$ cat config.mk
export PLATFORM = sky130hd
export DESIGN_NAME = subsistema_bcd_binario
export DESIGN_NICKNAME = d
export VERILOG_FILES = /design/src/rtl/subsistema_bcd_binario.sv
export SDC_FILE = /design/constraint.sdc
export NUM_CORES = 1
export LEC_CHECK = 0
export BUFFER_PORTS_ARGS = -buffer_cell sky130_fd_sc_hd__buf_2
export CORE_ASPECT_RATIO = 1.4
export CORE_MARGIN = 3
export CORE_UTILIZATION = 57
export CTS_BUF_LIST = sky130_fd_sc_hd__clkbuf_8
export DETAILED_ROUTE_END_ITERATION = 16
export PLACE_DENSITY = 0.84
export SKIP_LAST_GASP = 1
export SLEW_MARGIN = 10
export SYNTH_ARGS = -nofsm -noshare
export SYNTH_HDL_FRONTEND = slang
export SYNTH_SLANG_ARGS = --single-unit
$ cat constraint.sdc
create_clock -name reloj -period 1.7 [get_ports reloj]
set_input_delay 0.255 -clock reloj [delete_from_list [all_inputs] [get_ports reloj]]
set_output_delay 0.255 -clock reloj [all_outputs]
set_load 0.03 [all_outputs]
$ cat src/rtl/subsistema_bcd_binario.sv
// Sequential BCD-to-binary converter using reverse double-dabble, one shift per clock.
// Optional digit validation and the errorDigito port are built when ERROR_DIGITO_EN is defined.
module subsistema_bcd_binario #(
  parameter int DIGITOS   = 3,
  parameter int ANCHO_BIN = 10
) (
  input  logic                   reloj,
  input  logic                   reinicio,
  input  logic [4*DIGITOS-1:0]   bcdEntrada,
  input  logic                   banderaLista,
  output logic [ANCHO_BIN-1:0]   resultado,
  output logic                   banderaConvertida,
  output logic                   ocupado
`ifdef ERROR_DIGITO_EN
  ,
  output logic                   errorDigito
`endif
);

  localparam int ANCHO_BCD = 4 * DIGITOS;
  localparam int ANCHO_REG = ANCHO_BCD + ANCHO_BIN;
  localparam int ANCHO_CNT = $clog2(ANCHO_BIN + 1);
  localparam logic [ANCHO_CNT-1:0] ULTIMA = ANCHO_CNT'(ANCHO_BIN - 1);

  typedef enum logic [1:0] {REPOSO, DESPLAZA, FIN} estado_t;

  estado_t                 estado_reg, estado_next;
  logic [ANCHO_REG-1:0]    registro_reg, registro_next;
  logic [ANCHO_CNT-1:0]    contador_reg, contador_next;
  logic [ANCHO_BIN-1:0]    resultado_reg, resultado_next;
  logic                    convertida_reg, convertida_next;
  logic [ANCHO_REG-1:0]    desplazado;
  logic [ANCHO_REG-1:0]    corregido;

  assign desplazado = {1'b0, registro_reg[ANCHO_REG-1:1]};
  assign corregido[ANCHO_BIN-1:0] = desplazado[ANCHO_BIN-1:0];

  // Digits that reached 8 or more after the shift held a half-ten borrow; remove it.
  genvar gi;
  generate
    for (gi = 0; gi < DIGITOS; gi++) begin : g_correccion
      localparam int LSB = ANCHO_BIN + 4 * gi;
      assign corregido[LSB +: 4] = (desplazado[LSB +: 4] >= 4'd8) ?
                                   (desplazado[LSB +: 4] - 4'd3) : desplazado[LSB +: 4];
    end
  endgenerate

`ifdef ERROR_DIGITO_EN
  logic [DIGITOS-1:0] digito_invalido;
  logic               error_reg, error_next;
  logic               error_out_reg, error_out_next;

  generate
    for (gi = 0; gi < DIGITOS; gi++) begin : g_validacion
      assign digito_invalido[gi] = (bcdEntrada[4*gi +: 4] > 4'd9);
    end
  endgenerate

  assign errorDigito = error_out_reg;
`endif

  always_ff @(posedge reloj) begin
    if (reinicio) begin
      estado_reg     <= REPOSO;
      registro_reg   <= '0;
      contador_reg   <= '0;
      resultado_reg  <= '0;
      convertida_reg <= 1'b0;
`ifdef ERROR_DIGITO_EN
      error_reg      <= 1'b0;
      error_out_reg  <= 1'b0;
`endif
    end else begin
      estado_reg     <= estado_next;
      registro_reg   <= registro_next;
      contador_reg   <= contador_next;
      resultado_reg  <= resultado_next;
      convertida_reg <= convertida_next;
`ifdef ERROR_DIGITO_EN
      error_reg      <= error_next;
      error_out_reg  <= error_out_next;
`endif
    end
  end

  always_comb begin
    estado_next     = estado_reg;
    registro_next   = registro_reg;
    contador_next   = contador_reg;
    resultado_next  = resultado_reg;
    convertida_next = 1'b0;
`ifdef ERROR_DIGITO_EN
    error_next      = error_reg;
    error_out_next  = error_out_reg;
`endif
    case (estado_reg)
      REPOSO: begin
        if (banderaLista) begin
          registro_next = {bcdEntrada, {ANCHO_BIN{1'b0}}};
          contador_next = '0;
          estado_next   = DESPLAZA;
`ifdef ERROR_DIGITO_EN
          error_next    = |digito_invalido;
`endif
        end
      end
      DESPLAZA: begin
        // The last shift lands the final bit; no digit correction follows it.
        registro_next = (contador_reg == ULTIMA) ? desplazado : corregido;
        contador_next = contador_reg + 1'b1;
        if (contador_reg == ULTIMA) estado_next = FIN;
      end
      FIN: begin
        resultado_next  = registro_reg[ANCHO_BIN-1:0];
`ifdef ERROR_DIGITO_EN
        if (error_reg) resultado_next = '0;
        error_out_next  = error_reg;
`endif
        convertida_next = 1'b1;
        estado_next     = REPOSO;
      end
      default: estado_next = REPOSO;
    endcase
  end

  assign resultado         = resultado_reg;
  assign banderaConvertida = convertida_reg;
  assign ocupado           = (estado_reg != REPOSO);

endmodule

After elaboration in Yosys (flattened, before gate mapping)

Index checks and enable logic that the tools add are counted.

Output and inout port bits: 12
Register bits after elaboration: 39
Bits of input ports: 15
Word-level logic and storage cells: 34

Reductions and logical operators: 5
Multiplexer cells: 12
Equality and inequality tests: 5
Add/subtract/negate cells: 4
Order comparisons: 3

Operators by type and width:

| kind                                                | count |
|---|---|
| 2-to-1 mux 22 bit                                   | 2 |
| case mux 22 bit (2 select lines)                    | 1 |
| 2-to-1 mux 4 bit                                    | 4 |
| >= comparator 4 bit, second input constant          | 2 |
| case mux 4 bit (2 select lines)                     | 1 |
| subtractor 4 x 2 -> 4 bit, second input constant    | 2 |
| adder 4 x 1 -> 4 bit, second input constant         | 1 |
| equality test 4 bit, second input constant          | 1 |
| >= comparator 3 x 4 -> 1 bit, second input constant | 1 |
| 2-to-1 mux 2 bit                                    | 2 |
| inequality test 2 bit, second input constant        | 2 |
| case mux 2 bit (2 select lines)                     | 1 |
| AND reduction 2 bit                                 | 2 |
| nonzero test 2 bit                                  | 2 |
| subtractor 3 x 2 -> 4 bit, second input constant    | 1 |
| equality test 2 x 1 -> 1 bit, second input constant | 1 |
| equality test 2 bit, second input constant          | 1 |
| zero test 2 bit                                     | 1 |
| 2-to-1 mux 1 bit                                    | 1 |

Depth between registers and ports, before layout

Gate-level depths: netlist of run 1.

Word-level depth: 4
Mapped depth: 6
Depth with buffers taken out: 5

Worst setup path before layout of run 1

No wires, ideal clock.

Kind: register to register
From: register contador_reg[1]
To: register registro_reg[12]
Clock period less this slack: 1458 ps
Buffers on the path: 1
Setup time: 74 ps
Slack: 242 ps
Required time: 1626 ps
Arrival time: 1383 ps
Cell stages (with the launch flop): 7
Cells stage by stage: dfxtp_1 -> inv_1 -> ha_1 -> and3b_1 -> buf_6 -> or4_1 -> a31oi_1

Longest elaborated chain between the ends: 3

RTL lines:

| what                             | RTL line | RTL |
|---|---|---|
| from (decl)                      | 29       | `logic [ANCHO_CNT-1:0] contador_reg, contador_next;` |
| from (signal assigned)           | 76       | `contador_reg <= contador_next;` |
| equality test 4 bit              | 109      | `registro_next = (contador_reg == ULTIMA) ? desplazado : corregido;` |
| 2-to-1 mux 22 bit                | 109      |  |
| case mux 22 bit (2 select lines) | 96       | `case (estado_reg)` |
| to (signal assigned)             | 75       | `registro_reg <= registro_next;` |
| to (decl)                        | 28       | `logic [ANCHO_REG-1:0] registro_reg, registro_next;` |

Every way passes these cells.
A chain may end at the register's enable or synchronous reset.

Worst setup path after layout of run 1

From: register contador_reg[1]
To: register registro_reg[16]

Same word-level chain as after synthesis.

==> results of run 1 <==
## how the worst max path moves through the flow
stage                         start          endpoint  cells after the start
floorplan           contador_reg[1]  registro_reg[12]                      6
CTS                 contador_reg[1]  registro_reg[16]                      5
detailed placement  contador_reg[1]  registro_reg[16]                      5
global route          estado_reg[1]   registro_reg[1]                      3
finish              contador_reg[1]  registro_reg[16]                      5
global placement    contador_reg[1]  registro_reg[12]                      5
## area by class of cell
class                           instances  area, um^2  share of cell area
Timing Repair Buffer                   30         160              0.0849
Tap cell                               36        45.0              0.0239
Clock buffer                            6        82.6              0.0438
Sequential cell                        39         782               0.414
Inverter                                8        30.0              0.0159
Multi-Input combinational cell        118         752               0.399
Clock inverter                          2        35.0              0.0186
## Yosys cell counts, drive strengths merged (4+ instances only)
cell / instances / share of area
buf: 7 / 0.026
inv: 7 / 0.016
a22o: 10 / 0.054
dfxtp: 39 / 0.48
clkbuf: 4 / 0.0093
o221ai: 9 / 0.049
o21ai: 5 / 0.015
a21oi: 19 / 0.059
ha: 6 / 0.046
a31oi: 6 / 0.023
nor2: 9 / 0.022
nand2: 22 / 0.051
## routing by layer
layer / track usage / part of all wire
met1: 0.221 / 0.41
met2: 0.372 / 0.52
met3: 0.0497 / 0.054
met4: 0.0898 / 0.015
met5: 0 / 0
## stage by stage
stage | cells | instance area, um^2 | hold WS (ns)
floorplan | 176 | 1620 | 0.403
global placement | 231 | 1770 | 0.439
detailed placement | 231 | 1770 | 0.444
CTS | 239 | 1880 | 0.209
global route | 239 | 1890 | 0.240
finish | 239 | 1890 | 0.204
## cells in the final DEF (no fill, tap or decap), types with 7 or more instances in the layout
cell type	synthesis	final
a21oi_1	19	19
buf_2	6	26
o221ai_1	9	9
nor2_1	8	8
a22o_1	10	10
inv_1	7	7
nand2_1	22	22
dfxtp_1	39	38
## where the power goes
| part | internal [mW] | total, mW | switching (mW) |
|---|---|---|---|
| clock | 0.475 | 0.791 | 0.316 |
| combinational | 0.0653 | 0.156 | 0.0912 |
| sequential | 0.943 | 0.974 | 0.0312 |
| total | 1.48 | 1.92 | 0.438 |
## critical path: cells and delay by family, from the launching register on
family	cells	cell delay [ns]
AOI/OAI and AO/OA	1	0.19
adders and majority gates	1	0.19
buffers and inverters	1	0.05
DFF	1	0.36
and+or+nand+nor	2	0.71
## kinds of logic (layout without fill, tap and decap cells)
logic type	count (synthesis)	after routing	synth area share
muxes	1	1	0.00619
AOI/OAI and AO/OA	61	61	0.260
adders and majority gates	6	6	0.0464
DFF	39	39	0.483
buffers and inverters	19	46	0.0534
and+or+nand+nor	50	50	0.152
==> qor.csv, run 1 <==
metric,value,unit
status,"finished, final reports clean",
DRT antenna net count,0,
CTS Hold Bufs,0,
# clock sinks,39,
Slew HR,0.575,
#FFs+latches synth,39,
dpl ws,0.0726,ns
Synth Flop Type,dfxtp_1,
CP Cell Sequence,"inv_1, ha_1, and3b_2, or4_1, a31oi_1",
io pins,27,
worst-skew pair later-pin latency,0.29,ns
Netlist cell types,35,
hold path depth,3,
TritonRoute pass-1 iters,4,
setup_tns,0,ns
Hold Crit Class,primary input to flip-flop,
Max-cap violations,0,
ANT cells,0,
Post-synth ARST share,0,
number of synthesized flops with an enable pin,0,
final period utilization,0.923,
fin crit period,1.57,ns
PwrDens,1020,mW/mm^2
# H-tree levels,2,
fmax,637,MHz
"Seq/Total Area, Yosys",0.483,
fin nets,223,
Clock Root Buffer,clkbuf_8,
initial core utilization,0.606,
post-layout util,0.707,
Die W,51.0,um
Yosys warning total,0,
Crit path required time,1.92,ns
Worst-path clk slew,0.07,ns
Fin. Hold Viols,0,
"Max FO, Critical Path",9,
Core Area,0.00267,mm^2
Crit Reg-Reg Endpoint,registro_reg[16],
Final Power,1.92,mW
Post-Route WL,3.44,mm
max-slew violations,0,
reg-to-reg startpoint,contador_reg[1],
Worst setup SP type,flip-flop,
Setup-failing EPs final,0,
Avg Vias per Cell,5.77,
row count,22,
Iteration-0 DRC Markers,37,
synth-to-layout area growth,16.6,%
syn_nets,197,
Final WS setup,0.130,ns
layout cell share with drive strength beyond 1,0.212,
drc violations,0,
initial antenna violation count,0,
hold_sp,bcdEntrada[11],
Fill cells,207,
Worst path max stage delay,0.42,ns
Mapped Cells,176,
FF-to-FF path depth,5,
P_leak,0.775,nW
Tightest Pin Transition,0.635,ns
CTS Buf Count,5,
Tot GR Track Use,0.207,
Post-Syn Area,0.00162,mm^2
Hold EP,registro_reg[21],
max reg flops,22,
PortBufs,26,
peak supply drop,1.02,mV
post-CTS resize count,0,
via count,1380,
hpwl dp,2.49,mm
first-pass GRT wire length,5.64,mm
GR Overflow Total,0,
DR WL/cell,14.4,um
TritonCTS clock tree,yes,
Clock Skew,0.00315,ns
crit path max-delay cell type,or4_1,
Die ar.,0.00352,mm^2
Worst setup EP type,flip-flop,
Post-CTS Setup Inserts,0,
Final Wtd Congestion,0.824,
WP data arrival,1.79,ns
RSZ-0062 raised after global routing,false,
Die H,69.0,um
largest net degree at the start of global routing,14,
r2r setup slk,0.13,ns
vias in the first global route,1290,
Clock Tree Buf Depth,2,
Setup CP Type,flip-flop to flip-flop,
Synth Area per Inst,9.19,um^2
Note: power is estimated with default switching activity, not from simulation.
==> run 2, diff against run 1 <==
--- a/config.mk
+++ b/config.mk
@@ -12,6 +12,7 @@
 export CTS_BUF_LIST = sky130_fd_sc_hd__clkbuf_8
 export DETAILED_ROUTE_END_ITERATION = 16
 export PLACE_DENSITY = 0.84
+export RECOVER_POWER = 50
 export SKIP_LAST_GASP = 1
 export SLEW_MARGIN = 10
 export SYNTH_ARGS = -nofsm -noshare
==> constraint.sdc (replaced) <==
create_clock -name reloj -period 1.6 [get_ports reloj]
set_input_delay 0.24 -clock reloj [delete_from_list [all_inputs] [get_ports reloj]]
set_output_delay 0.24 -clock reloj [all_outputs]
set_load 0.03 [all_outputs]
==> qor.csv, run 2 (synthesis gave the netlist of run 1 again) <==
metric,value,unit,change
Clock Root Buffer,clkbuf_8,,unchanged
GR Overflow Total,0,,unchanged
Crit. Startpoint,contador_reg[1],,unchanged
hold_sp,bcdEntrada[11],,unchanged
PortBufs,26,,unchanged
first-pass GRT wire length,5.68,mm,was 5.64 mm
Die W,51.0,um,unchanged
Iteration-0 DRC Markers,54,,was 37
CTS Buf Count,5,,unchanged
CP endpoint,registro_reg[16],,unchanged
r2r setup slk,0.07,ns,was 0.13 ns
FF-to-FF path depth,6,,was 5
Setup CP Type,flip-flop to flip-flop,,unchanged
Die H,69.0,um,unchanged
Clock Tree Buf Depth,2,,unchanged
Final Wtd Congestion,0.872,,was 0.824
fin crit period,1.53,ns,was 1.57 ns
Worst setup SP type,flip-flop,,unchanged
final period utilization,0.953,,was 0.923
layout cell share with drive strength beyond 1,0.184,,was 0.212
status,"finished, final reports clean",,unchanged
WP data arrival,1.68,ns,was 1.79 ns
Die ar.,0.00352,mm^2,unchanged
Tot GR Track Use,0.209,,was 0.207
TritonRoute pass-1 iters,4,,unchanged
hpwl dp,2.46,mm,was 2.49 mm
Final Power,2.05,mW,was 1.92 mW
Core Area,0.00267,mm^2,unchanged
PwrDens,1070,mW/mm^2,was 1020 mW/mm^2
crit path max-delay cell type,dfxtp_2,,was or4_1
fin nets,226,,was 223
Worst-path clk slew,0.07,ns,about the same
"Max FO, Critical Path",6,,was 9
Setup-failing EPs final,0,,unchanged
CP Cell Sequence,"inv_1, ha_2, and3b_2, buf_4, o31ai_2, a31oi_4",,"was inv_1, ha_1, and3b_2, or4_1, a31oi_1"
hold slack,0.183,ns,was 0.204 ns
initial antenna violation count,0,,unchanged
Post-Route WL,3.50,mm,was 3.44 mm
"commonest cells after routing, fill and taps aside","38 x dfxtp_1, 22 x nand2_1, 19 x a21oi_1",,"was 38 x dfxtp_1, 26 x buf_2, 22 x nand2_1"
ANT cells,0,,unchanged
Crit Reg-Reg Endpoint,registro_reg[16],,unchanged
Crit path required time,1.75,ns,was 1.92 ns
vias in the first global route,1354,,"was 1,290"
row count,22,,unchanged
Worst path max stage delay,0.35,ns,was 0.42 ns
max-slew violations,0,,unchanged
drc violations,0,,unchanged
Tightest Pin Transition,0.651,ns,was 0.635 ns
max reg flops,22,,unchanged
Avg Vias per Cell,5.83,,was 5.77
Worst setup EP type,flip-flop,,unchanged
DR WL/cell,14.5,um,was 14.4 um
Final WS setup,0.0746,ns,was 0.130 ns
P_leak,0.738,nW,was 0.775 nW
via count,1411,,"was 1,380"
io pins,27,,unchanged
Max-cap violations,0,,unchanged
worst-skew pair later-pin latency,0.29,ns,about the same
DRT antenna net count,0,,unchanged
peak supply drop,0.858,mV,was 1.02 mV
area of placed instances,0.00177,mm^2,about the same
# clock sinks,39,,unchanged
fin area,0.00192,mm^2,was 0.00189 mm^2
largest net degree at the start of global routing,14,,unchanged
hold path depth,3,,unchanged
synth-to-layout area growth,18.6,%,was 16.6%
Placed Cells,232,,was 231
# H-tree levels,2,,unchanged
Hold Crit Class,primary input to flip-flop,,unchanged
Slew HR,0.564,,was 0.575
dpl ws,0.0682,ns,was 0.0726 ns
"most common cell after layout, fill and taps aside",dfxtp_1,,unchanged
Fin. Hold Viols,0,,unchanged
Clock Skew,0.00231,ns,was 0.00315 ns
fmax,656,MHz,was 637 MHz
Finished Layout Cells,242,,was 239
reg-to-reg startpoint,contador_reg[1],,unchanged
TritonCTS clock tree,yes,,unchanged
initial core utilization,0.606,,unchanged
-- run 2: how the worst min path moves through the flow --
stage / endpoint / slack (ns)
2_1_floorplan: registro_reg[21] / 0.39
3_3_place_gp: resultado[4] / 0.44
3_5_place_dp: resultado[2] / 0.45
4_1_cts: registro_reg[21] / 0.19
5_1_grt: registro_reg[21] / 0.23
6_report: registro_reg[21] / 0.18
-- run 2: metal layers --
metal / vias up / part of all wire / GRT usage
met5: - / 0 / 0
met4: 0 / 0.026 / 0.0988
met3: 10 / 0.063 / 0.0734
met2: 53 / 0.52 / 0.364
met1: 649 / 0.39 / 0.215
li1: 699 / - / -
-- run 2: where the power goes --
group	total, mW	internal (mW)	switching, mW
Sequential	1.04	1.00	0.0356
Clock	0.836	0.504	0.332
Combinational	0.178	0.0748	0.103
Total	2.05	1.58	0.471
-- run 2: cell type report --
cell class	count	area, um^2
clock inverters	2	35.0
inverters	8	30.0
multi-input cells	118	778
well taps	36	45.0
repair buffers	33	165
clock buffers	6	82.6
flip-flops and latches	39	782
fillers	215	752
-- run 2: timing repair --
item / CTS / global route
hold buffers: 0 / 0
resized for setup: 0 / 7
setup endpoints to repair: 0 / 2
setup buffers: 0 / 2
-- run 2: critical path, delay by kind of cell, from the launching register on --
family          cells  cell delay (ns)
buf+inv             2             0.20
compound gates      2             0.41
fa+ha+maj           1             0.17
flops               1             0.35
simple gates        1             0.26
-- run 2: per-stage QoR --
step / TNS (ns) / utilization
2_1_floorplan: 0 / -
3_3_place_gp: 0 / 0.664
3_5_place_dp: 0 / 0.664
4_1_cts: 0 / 0.709
5_1_grt: -0.00807 / 0.718
6_report: 0 / 0.718
